<file path="config.mk">
export PLATFORM = sky130hd
export DESIGN_NAME = seg_chase_multi
export DESIGN_NICKNAME = d
export VERILOG_FILES = /design/src/rtl/seg_chase_multi.sv
export SDC_FILE = /design/constraint.sdc
export NUM_CORES = 1
export LEC_CHECK = 0
export CAP_MARGIN = 20
export CORE_MARGIN = 3
export CORE_UTILIZATION = 57
export CTS_CLUSTER_DIAMETER = 80
export DETAILED_ROUTE_END_ITERATION = 8
export PLACE_DENSITY = 0.85
export SYNTH_ARGS = -nofsm -noshare
export SYNTH_HDL_FRONTEND = slang
export SYNTH_SLANG_ARGS = --single-unit
</file>
<file path="constraint.sdc">
create_clock -name clk -period 4.6 [get_ports clk]
set_clock_uncertainty 0.2 [all_clocks]
set_input_delay 0.46 -clock clk [delete_from_list [all_inputs] [get_ports clk]]
set_output_delay 0.46 -clock clk [all_outputs]
set_load 0.1 [all_outputs]
</file>
<file path="src/rtl/seg_chase_multi.sv">
// Seven-segment "chase" animation across NUM_DIGITS digits.
// Mode 0 spins one lit segment (a..f) identically on every digit.
// Mode 1 runs a single lit segment around the outer perimeter of the display.
module seg_chase_multi #(
  parameter int NUM_DIGITS = 4,
  parameter int DIV        = 25000000,
  parameter int ACTIVE_LOW = 1
) (
  input  logic                    clk,
  input  logic                    rst,
  input  logic                    en,
  input  logic                    dir,
  input  logic                    mode,
  output logic [7*NUM_DIGITS-1:0] seg,
  output logic                    step,
  output logic                    wrap
);

  localparam int         CW       = (DIV > 1) ? $clog2(DIV) : 1;
  localparam logic [CW-1:0] CNT_MAX = CW'(DIV - 1);
  localparam logic [4:0] LAST_M0  = 5'd5;
  localparam logic [4:0] LAST_M1  = 5'(2 * NUM_DIGITS + 3);

  logic [CW-1:0]           cnt_q, cnt_d;
  logic [4:0]              pos_q, pos_d;
  logic                    mode_q, mode_d;
  logic                    step_q, step_d;
  logic                    wrap_q, wrap_d;
  logic                    tick;
  logic [4:0]              last_pos;
  logic [7*NUM_DIGITS-1:0] lit;

  assign tick     = en && (cnt_q == CNT_MAX);
  assign last_pos = mode_q ? LAST_M1 : LAST_M0;

  // Next-state: a mode change restarts the sequence and beats any tick; otherwise advance on tick.
  always_comb begin
    cnt_d  = cnt_q;
    pos_d  = pos_q;
    mode_d = mode;
    step_d = 1'b0;
    wrap_d = 1'b0;
    if (mode != mode_q) begin
      cnt_d = '0;
      pos_d = '0;
    end else if (en) begin
      if (tick) begin
        cnt_d  = '0;
        step_d = 1'b1;
        if (!dir) begin
          if (pos_q == last_pos) begin
            pos_d  = '0;
            wrap_d = 1'b1;
          end else begin
            pos_d = pos_q + 5'd1;
          end
        end else begin
          if (pos_q == 5'd0) begin
            pos_d  = last_pos;
            wrap_d = 1'b1;
          end else begin
            pos_d = pos_q - 5'd1;
          end
        end
      end else begin
        cnt_d = cnt_q + 1'b1;
      end
    end
  end

  // State registers; reset re-captures the mode input so no spurious restart follows.
  always_ff @(posedge clk) begin
    if (rst) begin
      cnt_q  <= '0;
      pos_q  <= '0;
      mode_q <= mode;
      step_q <= 1'b0;
      wrap_q <= 1'b0;
    end else begin
      cnt_q  <= cnt_d;
      pos_q  <= pos_d;
      mode_q <= mode_d;
      step_q <= step_d;
      wrap_q <= wrap_d;
    end
  end

  // Decode the registered position into lit segments (1 = lit, before polarity).
  always_comb begin
    lit = '0;
    for (int k = 0; k < NUM_DIGITS; k++) begin
      if (!mode_q) begin
        for (int s = 0; s < 6; s++) begin
          if (int'(pos_q) == s) lit[7*k+s] = 1'b1;
        end
      end else begin
        if (int'(pos_q) == NUM_DIGITS - 1 - k) lit[7*k]   = 1'b1;
        if (int'(pos_q) == NUM_DIGITS + 2 + k) lit[7*k+3] = 1'b1;
        if (k == 0) begin
          if (int'(pos_q) == NUM_DIGITS)     lit[1] = 1'b1;
          if (int'(pos_q) == NUM_DIGITS + 1) lit[2] = 1'b1;
        end
        if (k == NUM_DIGITS - 1) begin
          if (int'(pos_q) == 2 * NUM_DIGITS + 2) lit[7*k+4] = 1'b1;
          if (int'(pos_q) == 2 * NUM_DIGITS + 3) lit[7*k+5] = 1'b1;
        end
      end
    end
  end

  assign seg  = (ACTIVE_LOW != 0) ? ~lit : lit;
  assign step = step_q;
  assign wrap = wrap_q;

endmodule
</file>
==> results of run 1 <==
-- cell usage after synthesis --
cell type / n
a211oi_1: 4
a21o_1: 3
a21oi_1: 6
a22o_1: 2
a311oi_1: 1
and2_0: 3
and2_1: 3
and3_1: 10
and3_2: 1
and4_1: 1
buf_4: 12
buf_6: 3
clkbuf_1: 11
clkbuf_2: 1
conb_1: 1
dfxtp_1: 33
ha_1: 6
inv_1: 5
nand2_1: 16
nand2b_1: 4
nand2b_4: 1
nand3_1: 20
nand3b_1: 4
nand4_1: 12
nand4b_1: 3
nand4bb_1: 1
nor2_1: 36
nor2b_1: 3
nor3_1: 8
nor3b_1: 3
nor4_1: 1
nor4b_1: 1
o21ai_0: 12
o311a_1: 1
o31ai_1: 1
or3_1: 3
or4_1: 1
or4b_1: 2
xnor2_1: 6
xor2_1: 19
-- power by group through the flow --
| stage | Clock (W) | Sequential (W) | Combinational (W) |
|---|---|---|---|
| finish | 0.000229 | 0.000290 | 0.0000496 |
| global route | 0.000240 | 0.000290 | 0.0000527 |
| CTS | 0.000232 | 0.000290 | 0.0000496 |
| detailed placement | 0 | 0.000296 | 0.0000495 |
| global placement | 0 | 0.000296 | 0.0000489 |
| floorplan | 0 | 0.000294 | 0.0000472 |
-- metrics by stage --
step | util | power, W | worst slack [ns] | cells
floorplan | - | 0.0003414 | 0.7410 | 267
global placement | 0.6641 | 0.0003450 | 1.534 | 316
detailed placement | 0.6641 | 0.0003457 | 1.474 | 316
CTS | 0.6890 | 0.0005709 | 1.096 | 324
global route | 0.6890 | 0.0005827 | 0.9274 | 324
finish | 0.6890 | 0.0005681 | 1.095 | 324
-- state kept, by name, indices dropped and copies added, names as in the netlist --
name,flops
mode_q,1
cnt_q,25
wrap,1
step,1
pos_q,5
-- logic make-up (layout without fill, tap and decap cells) --
family                     count (synthesis)  count (layout)  synth area share
and+or+nand+nor                          137             137            0.3555
DFF                                       33              33            0.3192
buffers and inverters                     32              43           0.09129
AOI/OAI and AO/OA                         30              30           0.09009
xor gates and xnor gates                  25              25            0.1058
adders and majority gates                  6               6           0.03627
other                                      1               4          0.001812
-- critical path: stages (launching register included) --
cell and delay, ns:
dfxtp_1 0.45, inv_1 0.14, ha_1 0.36, and3_1 0.23, o21ai_0 0.16, clkdlybuf4s50_1 1.15
-- layer usage --
layer / share of wire / GRT usage
met2: 0.46 / 0.3309
met5: 0 / 0
met4: 0.0096 / 0.05330
met1: 0.46 / 0.2808
met3: 0.074 / 0.05782
-- layout make-up --
cell class                 count  area, um^2  area share
multi-input combinational    202        1231      0.5231
sequential                    33       660.6      0.2807
timing repair buffer          30       300.3      0.1276
tap                           46       57.56     0.02446
clock buffer                   7       55.05     0.02339
clock inverter                 1       30.03     0.01276
inverter                       5       18.77    0.007974
-- placed cells by master, fill, tap and decap left out, types with 6 or more instances in the layout --
| cell | count |
|---|---|
| nor2_1 | 36 |
| dfxtp_1 | 33 |
| clkdlybuf4s50_1 | 30 |
| nand3_1 | 20 |
| xor2_1 | 19 |
| nand2_1 | 16 |
| o21ai_0 | 12 |
| nand4_1 | 12 |
| and3_1 | 10 |
| nor3_1 | 8 |
| xnor2_1 | 6 |
| a21oi_1 | 6 |
| ha_1 | 6 |
-- worst max-delay path by stage --
stage | start | endpoint | slack (ns) | cells past startpoint
floorplan | pos_q[0] | seg[1] | 0.74 | 5
global placement | pos_q[0] | seg[1] | 1.53 | 5
detailed placement | pos_q[0] | seg[1] | 1.47 | 5
CTS | pos_q[0] | seg[1] | 1.10 | 5
global route | pos_q[0] | seg[0] | 0.93 | 5
finish | pos_q[0] | seg[1] | 1.09 | 5
==> results.py, run 1 <==
metrics = {
    "drt": {
        "wire_per_inst_um": 13.11,
        "routed_via_density": 5.756,
        "vias": 1865,
        "drtIter0Drc": 98,
        "wl_um": 4249,
        "ant_nets": 0,
        "drc": 0,
        "drt_first_pass_iters": 4,
    },
    "finish": {
        "area_growth_syn_to_layout_pct": 13.72,
        "antenna_cells": 0,
        "fill_cells": 292,
        "fin_nets": 288,
        "stdcell_area_um2": 2354,
        "drive_gt1_frac": 0.03237,
    },
    "placed_design": {
        "portBuffers": 30,
        "postPlaceCellArea_um2": 2268,
        "detailed_place_hpwl_um": 2980,
        "gp_congestion": 0.8721,
    },
    "synth": {
        "netlist-cell-type-count": 40,
        "synthesis.area_um2": 2069,
        "synth_top_area_share": 0.3192,
        "synth_area_leaders": "dfxtp_1, xor2_1, nor2_1",
        "synth_area_per_cell_um2": 7.839,
        "ys_ff_latch": 33,
        "ys_warn_count": 0,
        "synth_seq_area_share": 0.3192,
        "synth_top_cell_by_area": "dfxtp_1",
        "synth_cells": 264,
    },
    "floorplan": {
        "die-area_um2": 4390,
        "ioPinCount": 35,
        "fp.coreArea_um2": 3416,
        "rows": 21,
        "die_height_um": 66.26,
        "start_util": 0.6059,
        "die_x_um": 66.26,
    },
    "sta": {
        "post-route-period-util": 0.7620,
        "fmax_mhz": 285.3,
        "max_slew_margin": 0.3459,
        "setup_viol": 0,
        "rsz0062_at_grt": "no",
        "whs_ns": 0.3520,
        "hold_viol_final": 0,
        "worstMarginPinSlew_ns": 0.9780,
        "period_needed_ns": 3.505,
        "slew_viol_final": 0,
        "tns_ns": 0,
    },
    "power_and_ir_drop": {
        "leakage_nw": 0.8345,
        "power_frac_clock": 0.403,
        "power_frac_comb": 0.087,
        "internal_power_w": 0.0004274,
        "seqPwrFrac": 0.510,
        "switching_power_w": 0.0001407,
        "powerDensity_nw_per_um2": 241.4,
        "power.ir.vdd_worst_mv": 0.2071,
        "swShare": 0.2476,
    },
    "cts": {
        "cts_tree": "built",
        "cts-root-buf": "clkbuf_4",
        "cts.htree.levels": 2,
        "cts_setup_buffers": 0,
        "hold_buffers": 0,
        "cts_num_sinks": 33,
        "cts.reportedPaths.clkPinSlew_ns": 0.10,
        "cts_buffers": 5,
        "insertion_delay_ns": 0.34,
        "cts.path.max_buffers": 2,
        "ctsResizeCount": 0,
    },
    "global_route": {
        "grt_usage": 0.2096,
        "grt_overflow": 0,
        "antenna_found_initial": 0,
        "grt_max_degree": 26,
        "grt_pass1_wl_um": 7307,
        "grt_pass1_vias": 1658,
    },
    "status": {
        "outcome": "complete, no violations",
    },
    "critical_path": {
        "rr_worst_depth": 5,
        "end_kind": "output port",
        "crit_arrival_ns": 2.85,
        "critPathLaunchType": "flip-flop",
        "crit_fanout": 12,
        "path_class": "reg2out",
        "reg2reg_setup_slack_ns": 1.94,
        "reg2reg_to": "cnt_q[5]",
        "r2r_start": "cnt_q[8]",
        "worstPathRequired_ns": 3.94,
    },
    "hold_path": {
        "hold_class": "reg2reg",
        "holdPathEnd": "cnt_q[4]",
        "hp-start": "cnt_q[4]",
        "whs_path_depth": 2,
    },
    "job": {
        "max_cap_viol_count": 0,
    },
}
No activity file was read; power rests on OpenSTA's default activity.
==> inputs of run 2 (changes only) <==
CORE_UTILIZATION = 53   (was 57)
PLACE_DENSITY = 0.8   (was 0.85)
clock period = 3.3 ns   (was 4.6 ns; I/O delays follow)
==> run 2 against run 1 <==
Hold slack lost 0.022 ns. Combinational power grew 37%. Worst setup slack lost 0.43 ns. First-iteration DRC count grew 28%. Clock power grew 28%. Design area shrank 2.1%. Largest cell class unchanged. Core utilization shrank 6.9 points. Count of clock-buffer cells in the layout is the same.
==> results.py, run 2 (synthesized netlist as in run 1, its figures left out) <==
metrics = {
    "status": {
        "outcome": "complete, no violations",
    },
    "job": {
        "max_cap_viol_count": 0,
    },
    "floorplan": {
        "fp.coreArea_um2": 3716,
        "die_height_um": 68.49,
        "die-area_um2": 4690,
        "die_x_um": 68.49,
        "start_util": 0.5569,
        "ioPinCount": 35,
        "rows": 22,
    },
    "cts": {
        "cts-root-buf": "clkbuf_8",
        "cts.htree.levels": 2,
        "cts.reportedPaths.clkPinSlew_ns": 0.06,
        "cts_setup_buffers": 0,
        "hold_buffers": 0,
        "cts_num_sinks": 33,
        "cts_buffers": 5,
        "insertion_delay_ns": 0.27,
        "cts.path.max_buffers": 2,
        "cts_tree": "built",
        "ctsResizeCount": 0,
    },
    "critical_path": {
        "reg2reg_to": "cnt_q[14]",
        "slowest_stage": "or4_1",
        "crit_chain": "or4b_1, or4_1, or3_1, nand2b_4, nor2_1",
        "end_kind": "flip-flop",
        "r2r_start": "cnt_q[8]",
        "critical_path.max_stage_delay_ns": 0.56,
        "reg2reg_setup_slack_ns": 0.67,
        "worstPathRequired_ns": 3.25,
        "crit_fanout": 23,
        "path_class": "reg2reg",
        "crit_arrival_ns": 2.59,
        "rr_worst_depth": 5,
        "critPathLaunchType": "flip-flop",
    },
    "global_route": {
        "grt_overflow": 0,
        "grt_max_degree": 25,
        "grt_pass1_wl_um": 6962,
        "grt_pass1_vias": 1550,
        "antenna_found_initial": 0,
        "grt_usage": 0.1913,
    },
    "sta": {
        "setup_viol": 0,
        "fmax_mhz": 380.0,
        "period_needed_ns": 2.632,
        "rsz0062_at_grt": "no",
        "worstMarginPinSlew_ns": 0.9645,
        "post-route-period-util": 0.7975,
        "max_slew_margin": 0.3550,
        "hold_viol_final": 0,
        "slew_viol_final": 0,
    },
    "placed_design": {
        "gp_congestion": 0.8424,
        "portBuffers": 30,
        "dp_cells": 319,
        "detailed_place_hpwl_um": 3065,
    },
    "drt": {
        "wl_um": 4265,
        "wire_per_inst_um": 13.08,
        "vias": 1822,
        "drtIter0Drc": 125,
        "drt_first_pass_iters": 4,
        "ant_nets": 0,
        "drc": 0,
        "routed_via_density": 5.589,
    },
    "hold_path": {
        "holdPathEnd": "cnt_q[24]",
        "hp-start": "cnt_q[24]",
        "hold_class": "reg2reg",
        "whs_path_depth": 2,
    },
    "finish": {
        "fin_nets": 289,
        "final_common_cell": "nor2_1",
        "area_growth_syn_to_layout_pct": 11.37,
        "final_cell_mix": "nor2_1, dfxtp_1, buf_4",
        "final_util": 0.6202,
        "reg.largest.list": "cnt_q (25), pos_q (5)",
        "largest_register": "cnt_q",
        "antenna_cells": 0,
        "fill_cells": 315,
        "final_cells": 326,
        "largest_reg_flops": 25,
        "drive_gt1_frac": 0.1187,
    },
    "power_and_ir_drop": {
        "leakage_nw": 0.8376,
        "internal_power_w": 0.0005798,
        "switching_power_w": 0.0001839,
        "swShare": 0.2408,
        "power_frac_comb": 0.089,
        "powerDensity_nw_per_um2": 331.4,
        "power.ir.vdd_worst_mv": 0.2819,
        "seqPwrFrac": 0.529,
        "power_frac_clock": 0.382,
    },
}
run 2: changes by cell type in the layout (fill, tap and decap cells not counted):
| cell | change |
|---|---|
| o21ai_1 | +3 |
| buf_4 | +25 |
| bufinv_16 | -1 |
| clkbuf_8 | +5 |
| clkdlybuf4s50_1 | -24 |
| o21ai_0 | -3 |
| clkbuf_4 | -5 |
run 2: per-stage QoR:
stage / cell area [um^2] / hold slack (ns) / setup slack [ns] / setup TNS (ns) / power, W
CTS: 2305 / 0.3266 / 0.6793 / 0 / 0.0007745
detailed placement: 2218 / 0.3071 / 0.6986 / 0 / 0.0004806
floorplan: 2081 / 0.1577 / -0.4136 / -1.229 / 0.0004759
global placement: 2218 / 0.3102 / 0.7725 / 0 / 0.0004802
finish: 2305 / 0.3295 / 0.6682 / 0 / 0.0007637
global route: 2305 / 0.3355 / 0.5502 / 0 / 0.0007960
run 2: worst max-delay path by stage:
stage          startpoint         to  slack (ns)  cells past startpoint
5_1_grt          cnt_q[8]  cnt_q[21]        0.55                      5
6_report         cnt_q[8]  cnt_q[14]        0.67                      5
3_3_place_gp     cnt_q[8]   cnt_q[2]        0.77                      5
3_5_place_dp     cnt_q[8]  cnt_q[10]        0.70                      5
2_1_floorplan    pos_q[0]     seg[0]       -0.41                      5
4_1_cts          cnt_q[8]   cnt_q[9]        0.68                      5
run 2: cell type report:
class / count / area, um^2 / area share
Sequential cell: 33 / 660.6 / 0.2866
Tap cell: 48 / 60.06 / 0.02606
Multi-Input combinational cell: 202 / 1231 / 0.5342
Clock buffer: 7 / 86.33 / 0.03746
Timing Repair Buffer: 31 / 247.7 / 0.1075
Inverter: 5 / 18.77 / 0.008143
run 2: power by group through the flow:
stage / registers [W] / logic (W) / clock network, W
6_report: 0.000404 / 0.0000678 / 0.000292
5_1_grt: 0.000405 / 0.0000720 / 0.000320
4_1_cts: 0.000404 / 0.0000678 / 0.000303
2_1_floorplan: 0.000410 / 0.0000658 / 0
3_3_place_gp: 0.000413 / 0.0000674 / 0
3_5_place_dp: 0.000413 / 0.0000677 / 0
run 2: worst max-delay path: cells and delay by family (launching register included):
kind | cells | cell delay (ns)
flip-flops | 1 | 0.35
AND/OR/NAND/NOR | 5 | 1.97
run 2: layer usage:
layer / vias to the layer above / GRT usage / routed length (um)
li1: 926 / - / -
met1: 835 / 0.2557 / 1997
met2: 56 / 0.3111 / 1972
met3: 5 / 0.03941 / 253
met5: - / 0 / 0
met4: 0 / 0.04963 / 41
